==> config.mk <==
export PLATFORM = sky130hd
export DESIGN_NAME = trigger_interval_timer
export DESIGN_NICKNAME = d
export VERILOG_FILES = /design/src/rtl/trigger_interval_timer.sv
export SDC_FILE = /design/constraint.sdc
export NUM_CORES = 1
export LEC_CHECK = 0
export ABC_CLOCK_PERIOD_IN_PS = 6650
export CORE_ASPECT_RATIO = 0.6
export CORE_MARGIN = 10
export CORE_UTILIZATION = 50
export CTS_CLUSTER_DIAMETER = 30
export DETAILED_ROUTE_END_ITERATION = 10
export PLACE_DENSITY = 0.77
export SETUP_SLACK_MARGIN = 0.4
export SYNTH_ARGS = -nofsm -noshare
export SYNTH_HDL_FRONTEND = slang
export SYNTH_SLANG_ARGS = --single-unit
==> constraint.sdc <==
create_clock -name clk -period 6.65 [get_ports clk]
set_input_delay 1.6625 -clock clk [delete_from_list [all_inputs] [get_ports clk]]
set_output_delay 1.6625 -clock clk [all_outputs]
set_load 0.02 [all_outputs]
==> src/rtl/trigger_interval_timer.sv <==
// Trigger-to-trigger interval timer: counts sample ticks between accepted triggers into a FWFT FIFO.
// Define TRIGGER_INTERVAL_HOLDOFF_EN to reject retriggers arriving fewer than HOLDOFF ticks apart.
module trigger_interval_timer #(
    parameter int COUNT_WIDTH = 16,
    parameter int FIFO_DEPTH  = 8,
    parameter int HOLDOFF     = 4
) (
    input  logic                         clk,
    input  logic                         rst,
    input  logic                         axiiv,
    input  logic                         triggered,
    output logic                         axiov,
    output logic [COUNT_WIDTH-1:0]       axiod,
    input  logic                         axior,
    output logic [$clog2(FIFO_DEPTH):0]  fifo_count,
    output logic                         overflow
);
    // state    | meaning
    // IDLE     | no reference trigger seen since reset
    // COUNTING | measuring ticks since the last accepted trigger

    localparam int AW = $clog2(FIFO_DEPTH);
    localparam logic [COUNT_WIDTH-1:0] COUNT_MAX = '1;

    typedef enum logic {IDLE, COUNTING} state_t;

    state_t                   state, state_next;
    logic [COUNT_WIDTH-1:0]   count, count_next;
    logic                     accept, push, pop, full, do_push;
    logic [COUNT_WIDTH-1:0]   mem [FIFO_DEPTH];
    logic [AW-1:0]            wr_ptr, rd_ptr;

`ifdef TRIGGER_INTERVAL_HOLDOFF_EN
    assign accept = triggered && (count >= COUNT_WIDTH'(HOLDOFF));
`else
    assign accept = triggered;
`endif

    always_ff @(posedge clk or posedge rst) begin
        if (rst) begin
            state <= IDLE;
            count <= '0;
        end else begin
            state <= state_next;
            count <= count_next;
        end
    end

    // A tick coincident with an accepted trigger belongs to the new interval.
    always_comb begin
        state_next = state;
        count_next = count;
        push       = 1'b0;
        case (state)
            IDLE: begin
                if (triggered) begin
                    state_next = COUNTING;
                    count_next = axiiv ? COUNT_WIDTH'(1) : '0;
                end
            end
            COUNTING: begin
                if (accept) begin
                    push       = 1'b1;
                    count_next = axiiv ? COUNT_WIDTH'(1) : '0;
                end else if (axiiv && (count != COUNT_MAX)) begin
                    count_next = count + COUNT_WIDTH'(1);
                end
            end
            default: state_next = IDLE;
        endcase
    end

    assign axiov   = (fifo_count != '0);
    assign axiod   = mem[rd_ptr];
    assign full    = (fifo_count == (AW+1)'(FIFO_DEPTH));
    assign pop     = axiov && axior;
    assign do_push = push && (!full || pop);

    always_ff @(posedge clk or posedge rst) begin
        if (rst) begin
            wr_ptr     <= '0;
            rd_ptr     <= '0;
            fifo_count <= '0;
            overflow   <= 1'b0;
            for (int i = 0; i < FIFO_DEPTH; i++) begin
                mem[i] <= '0;
            end
        end else begin
            if (do_push) begin
                mem[wr_ptr] <= count;
                wr_ptr      <= wr_ptr + AW'(1);
            end
            if (pop) begin
                rd_ptr <= rd_ptr + AW'(1);
            end
            if (push && full && !pop) begin
                overflow <= 1'b1;
            end
            case ({do_push, pop})
                2'b10:   fifo_count <= fifo_count + (AW+1)'(1);
                2'b01:   fifo_count <= fifo_count - (AW+1)'(1);
                default: fifo_count <= fifo_count;
            endcase
        end
    end
endmodule

Yosys cells after proc, flatten, opt, wreduce, memory -nomap -nowiden
Cells that the tools add are included.

Multiplexer cells: 15. Reductions and logical operators: 12. Bitwise gates (word level): 3. Add/subtract/negate cells: 5. Order comparisons: 3. Equality and inequality tests: 6.

Operator list (count): $bwmux W128 (1); $mux W16 (6); $bmux W16 S3 (1); $demux W16 S3 (1); $pmux W16 S2 (1); $add A16 B1 Y16 const B (1); $ne A16 B16 Y1 const B (1); $ge A4 B4 Y1 const B (2); $not A3 Y4 (2); $pmux W4 S2 (1); $add A3 B1 Y3 const B (2); $logic_and A1 B1 Y1 (6); $add A4 B1 Y4 const B (1); $eq A4 B4 Y1 const B (1); $lt A4 B1 Y1 const B (1); $mux W1 (4); $reduce_bool A4 Y1 (1); $sub A4 B1 Y4 const B (1); $ne A3 B2 Y1 const B (1); $eq A2 B1 Y1 const B (1); $eq A2 B2 Y1 const B (1); $logic_not A1 Y1 (2); $ne A2 B2 Y1 const B (1); $reduce_and A2 Y1 (1); 3 further kinds (3).

Input port bits: 5. Output and inout port bits: 22. Register bits: 156. Word-level logic and storage cells: 58.

Longest topological paths before layout
Word-level depth: 6. Depth in mapped cells: 11. Gate-level depth less buffers: 11.

Worst setup path before layout
No wires, ideal clock.

Path kind: reg2out. From: reg rd_ptr[0]. To: out axiod[0]. Stages on the path, launching flop included: 5. Arrival time: 1.762 ns. Setup slack: 3.225 ns. Cell sequence: dfrtp_1 -> clkbuf_1 -> buf_2 -> mux4_2 -> mux2_2.

Longest elaborated chain between the ends: 4.

Ends and longest elaborated chain: from (decl) (RTL line 31) `logic [AW-1:0] wr_ptr, rd_ptr;`; from (signal assigned) (RTL line 94) `rd_ptr <= rd_ptr + AW'(1);`; $not A3 Y4 (not written as such) (RTL line 74) `assign axiod = mem[rd_ptr];`; $bmux W16 S3 (RTL line 74); $mux W16 (not written as such) (2 in series) (RTL line 74); to (decl) (RTL line 13) `output logic [COUNT_WIDTH-1:0] axiod,`.

No other way between the ends. The select of a mux whose other input is x is not followed.

Worst setup path in the final report
From: reg rd_ptr[0]. To: out axiod[3].

The elaborated chain is that of the path after synthesis.

==> summary.md <==
| Metric | Value |
|---|---|
| Nets | approximately 530 |
| Detailed Route WL | 15.74 mm |
| PD cells | approximately 350 nW/um^2 |
| CTS H-tree lvls | 4 |
| Final GP Congestion | approximately 0.85 |
| Vias in the first global route | between 4000 and 5000 |
| Met1 usage | 0.2247 |
| Core area | about 15000 um^2 |
| RSZ-0062 raised after global routing | false |
| Area Growth Syn to Fin | 10.80% |
| Total number of vias | around 4300 |
| Mapped Cells | 509 |
| R2R Setup Slk | 3.91 ns |
| Layout fillers | ~1200 |
| Clock Sinks | 156 |
| Root buffer cell | clkbuf_16 |
| Rows | 34 |
| Setup violations, final | 0 |
| Worst Setup Start Kind | flop |
| Leak pwr | 0.003829 uW |
| FFs w/ async S/R, synth | 1.000 |
| Most used routing layer | met2 |
| Slew margin rel. | 0.1958 |
| Largest net degree at the start of global routing | about 110 |
| CTS tree | done |
| # hold bufs at CTS | 0 |
| First-pass DRT Iterations | 5 |
| Sequential power share | 0.434 |
| Clk pwr share | 0.350 |
| Sequential element share of the synthesized area | 0.5145 |
| Crit path kind | reg -> out |
| Post-DP Area | 7784 um^2 |
| Post-Syn Nets | 520 |
| First-pass GRT wire length | ~25 mm |
| RR Endpoint | count[8]$_DFFE_PP0P_ |
| Skew final | between 0.01 and 0.015 ns |
| Clock transition at path regs | ~0.07 ns |
| Ant diodes | 0 |
| Antenna Nets Post-Route | 0 |
| Crit path required time | between 4 and 5 ns |
| FF+latch count, synth | about 160 |
| Max-slew violations | 0 |
| Max IR drop VDD | between 0.15 and 0.2 mV |
| Setup TNS | 0 ns |
| Worst Path Max Fanout | 29 |
| Top-level port count | 27 |
| Net Sw Frac | 0.3013 |
| Post-CTS Setup Inserts | 0 |
| Hold crit path type | reg -> reg |
| Detailed-placement wirelength estimate | between 9 and 10 mm |
| Critical Path End Type | primary output |
| Max-cap violations | 0 |
| Period minus WS final | 4.871 ns |
| Cell Int Power | between 2000 and 2500 uW |
| Global routing usage on met2 | 0.2364 |
| Crit-path slowest cell | dfrtp_2 |
| Layout cell share with drive strength beyond 1 | 0.4386 |
| R2R Path Start | count[0]$_DFFE_PP0P_ |
| Initial drt markers | a little under 300 |
| PostCTS Resize Cnt | 0 |
| Antenna violations before repair | 0 |
| Die area | between 20000 and 25000 um^2 |
| DRC Markers | 0 |
| Slew @ Worst Pin | 1.196 ns |
| Die Ht | between 100 and 150 um |
| CP Launch Point | rd_ptr[0]$_DFFE_PP0P_ |
| Logic pwr share | 0.216 |
| WHS | slightly below 0.5 ns |
| Final worst-path cycle share | 0.7325 |
| Syn Std Cell Area | roughly 7600 um^2 |
| Post-synth top flop | dfrtp_1 |
| Critical-path cell list | buf_4, mux4_2, mux2_2, clkdlybuf4s50_1 |
| Met3 Use GR | 0.03801 |
| Outcome | complete, no violations |
| GR Overflow Total | 0 |
| Number of flops mapped to enable cells by yosys | 0 |
| Initial core utilization | 0.5170 |
| Die Span X | 179.0 um |
| Largest stage delay, worst path | ~1.1 ns |
| # placed instances | slightly below 700 |
| Drt wl/cell | 21.65 um |
| Synth unique cells | 54 |
| Synth Area per Inst | between 10 and 15 um^2 |
| Buffer depth of the longest clock path | 2 |
| Synth warn | 0 |
| Final hold viol count | 0 |
| Worst setup endpoint | axiod[3] |
| IO buf count | 26 |
| WP data arrival | 3.21 ns |
| Cell Count, Final, Fillers Out | 727 |
| Num CTS Buffers | 17 |
| Routed vias/inst | between 5 and 6 |
| GRT Overall Usage | 0.1591 |
| Fin area | approximately 8400 um^2 |
| Clock latency on the worst-skew pair | ~0.42 ns |
| Max frequency | 205.3 MHz |
| Worst reg2reg path depth | 5 |
| Net Sw Power | ~880 uW |
## worst min-delay path by stage
stage | start | end | cells past startpoint
after floorplan | mem[16]$_DFFE_PP0P_ | mem[16]$_DFFE_PP0P_ | 1
after global placement | mem[11]$_DFFE_PP0P_ | mem[11]$_DFFE_PP0P_ | 1
after detailed placement | overflow$_DFFE_PP0P_ | overflow$_DFFE_PP0P_ | 1
after CTS | mem[16]$_DFFE_PP0P_ | mem[16]$_DFFE_PP0P_ | 1
after global routing | mem[26]$_DFFE_PP0P_ | mem[26]$_DFFE_PP0P_ | 1
final | overflow$_DFFE_PP0P_ | overflow$_DFFE_PP0P_ | 1
## cells by family after synthesis
kind of cell | Yosys count | synth area share
buffers and inverters | 49 | 0.05194
xor gates and xnor gates | 10 | 0.01154
muxes | 181 | 0.3211
adders and majority gates | 6 | 0.009894
DFF | 156 | 0.5145
AOI/OAI and AO/OA | 33 | 0.02787
and+or+nand+nor | 74 | 0.06316
## layout make-up
class | instances | area [um^2] | share of cell area
inverters | 6 | 27.53 | 0.003274
flip-flops and latches | 156 | 3906 | 0.4647
well taps | 198 | 247.7 | 0.02947
repair buffers | 31 | 297.8 | 0.03542
clock buffers | 23 | 488.0 | 0.05804
clock inverters | 9 | 135.1 | 0.01607
multi-input cells | 304 | 3304 | 0.3931
## power groups by stage
| stage | Clock, uW | Combinational [uW] | Sequential (uW) |
|---|---|---|---|
| after floorplan | 0 | 589 | 1130 |
| after global placement | 0 | 615 | 1260 |
| after detailed placement | 0 | 635 | 1280 |
| after CTS | 1030 | 638 | 1260 |
| after global routing | 1070 | 672 | 1280 |
| final | 1020 | 628 | 1260 |
## layout by cell type (no fill, tap or decap), types with 7 or more instances in the layout
cell type          n
a21oi_1           10
clkbuf_16         17
clkdlybuf4s50_1   26
dfrtp_1          154
mux2_2           139
mux2_4            10
mux4_2            32
nand2_1            8
nand3_1            9
nand4_1            8
o21ai_0            7
## layer usage
layer,vias to the layer above,wire length [um],share of wire
met5,-,0,0
met4,0,275,0.017
met3,28,682,0.043
met2,113,6873,0.44
met1,2276,7908,0.50
li1,1913,-,-
## registers in the layout, summed over array words and instances, names as in the netlist
| signal | count |
|---|---|
| count | 16 |
| mem | 128 |
| overflow | 1 |
| wr_ptr | 3 |
| rd_ptr | 3 |
| fifo_count | 4 |
| state | 1 |
## per-stage QoR
stage          utilization  total power (uW)  setup WS [ns]
3_3_place_gp        0.5304              1877          2.013
3_5_place_dp        0.5304              1911          1.848
5_1_grt             0.5728              3029          1.609
6_report            0.5728              2906          1.779
4_1_cts             0.5728              2931          1.719
2_1_floorplan            -              1717         0.7810
## Yosys cell counts (3+ instances only)
| cell | number | area [um^2] |
|---|---|---|
| nand2_1 | 8 | 30.03 |
| nand4_1 | 8 | 50.05 |
| clkbuf_1 | 16 | 60.06 |
| buf_4 | 4 | 30.03 |
| a211oi_1 | 3 | 22.52 |
| buf_2 | 8 | 40.04 |
| buf_6 | 4 | 45.04 |
| nor4_1 | 3 | 18.77 |
| nor2_1 | 6 | 22.52 |
| nand4_2 | 3 | 37.54 |
| nand3_1 | 9 | 45.04 |
| a21oi_1 | 10 | 50.05 |
| xor2_1 | 6 | 52.55 |
| or3_1 | 3 | 18.77 |
| nor3_1 | 4 | 20.02 |
| mux2_2 | 139 | 1565 |
| o21ai_0 | 7 | 35.03 |
| mux2_4 | 10 | 150.1 |
| dfrtp_1 | 156 | 3904 |
| mux4_2 | 32 | 720.7 |
| and3_1 | 4 | 25.02 |
| xnor2_1 | 4 | 35.03 |
| and4_1 | 3 | 26.28 |
| ha_1 | 6 | 75.07 |
| o31ai_1 | 5 | 37.54 |
| nor2b_1 | 5 | 31.28 |
| inv_1 | 6 | 22.52 |
| or4_1 | 6 | 45.04 |
## critical path: cells and delay by family (launching register included)
family | cells | cell delay (ns)
buf+inv | 2 | 0.90
flops | 1 | 1.07
mux | 2 | 0.81
No activity file was read; power rests on OpenSTA's default activity.
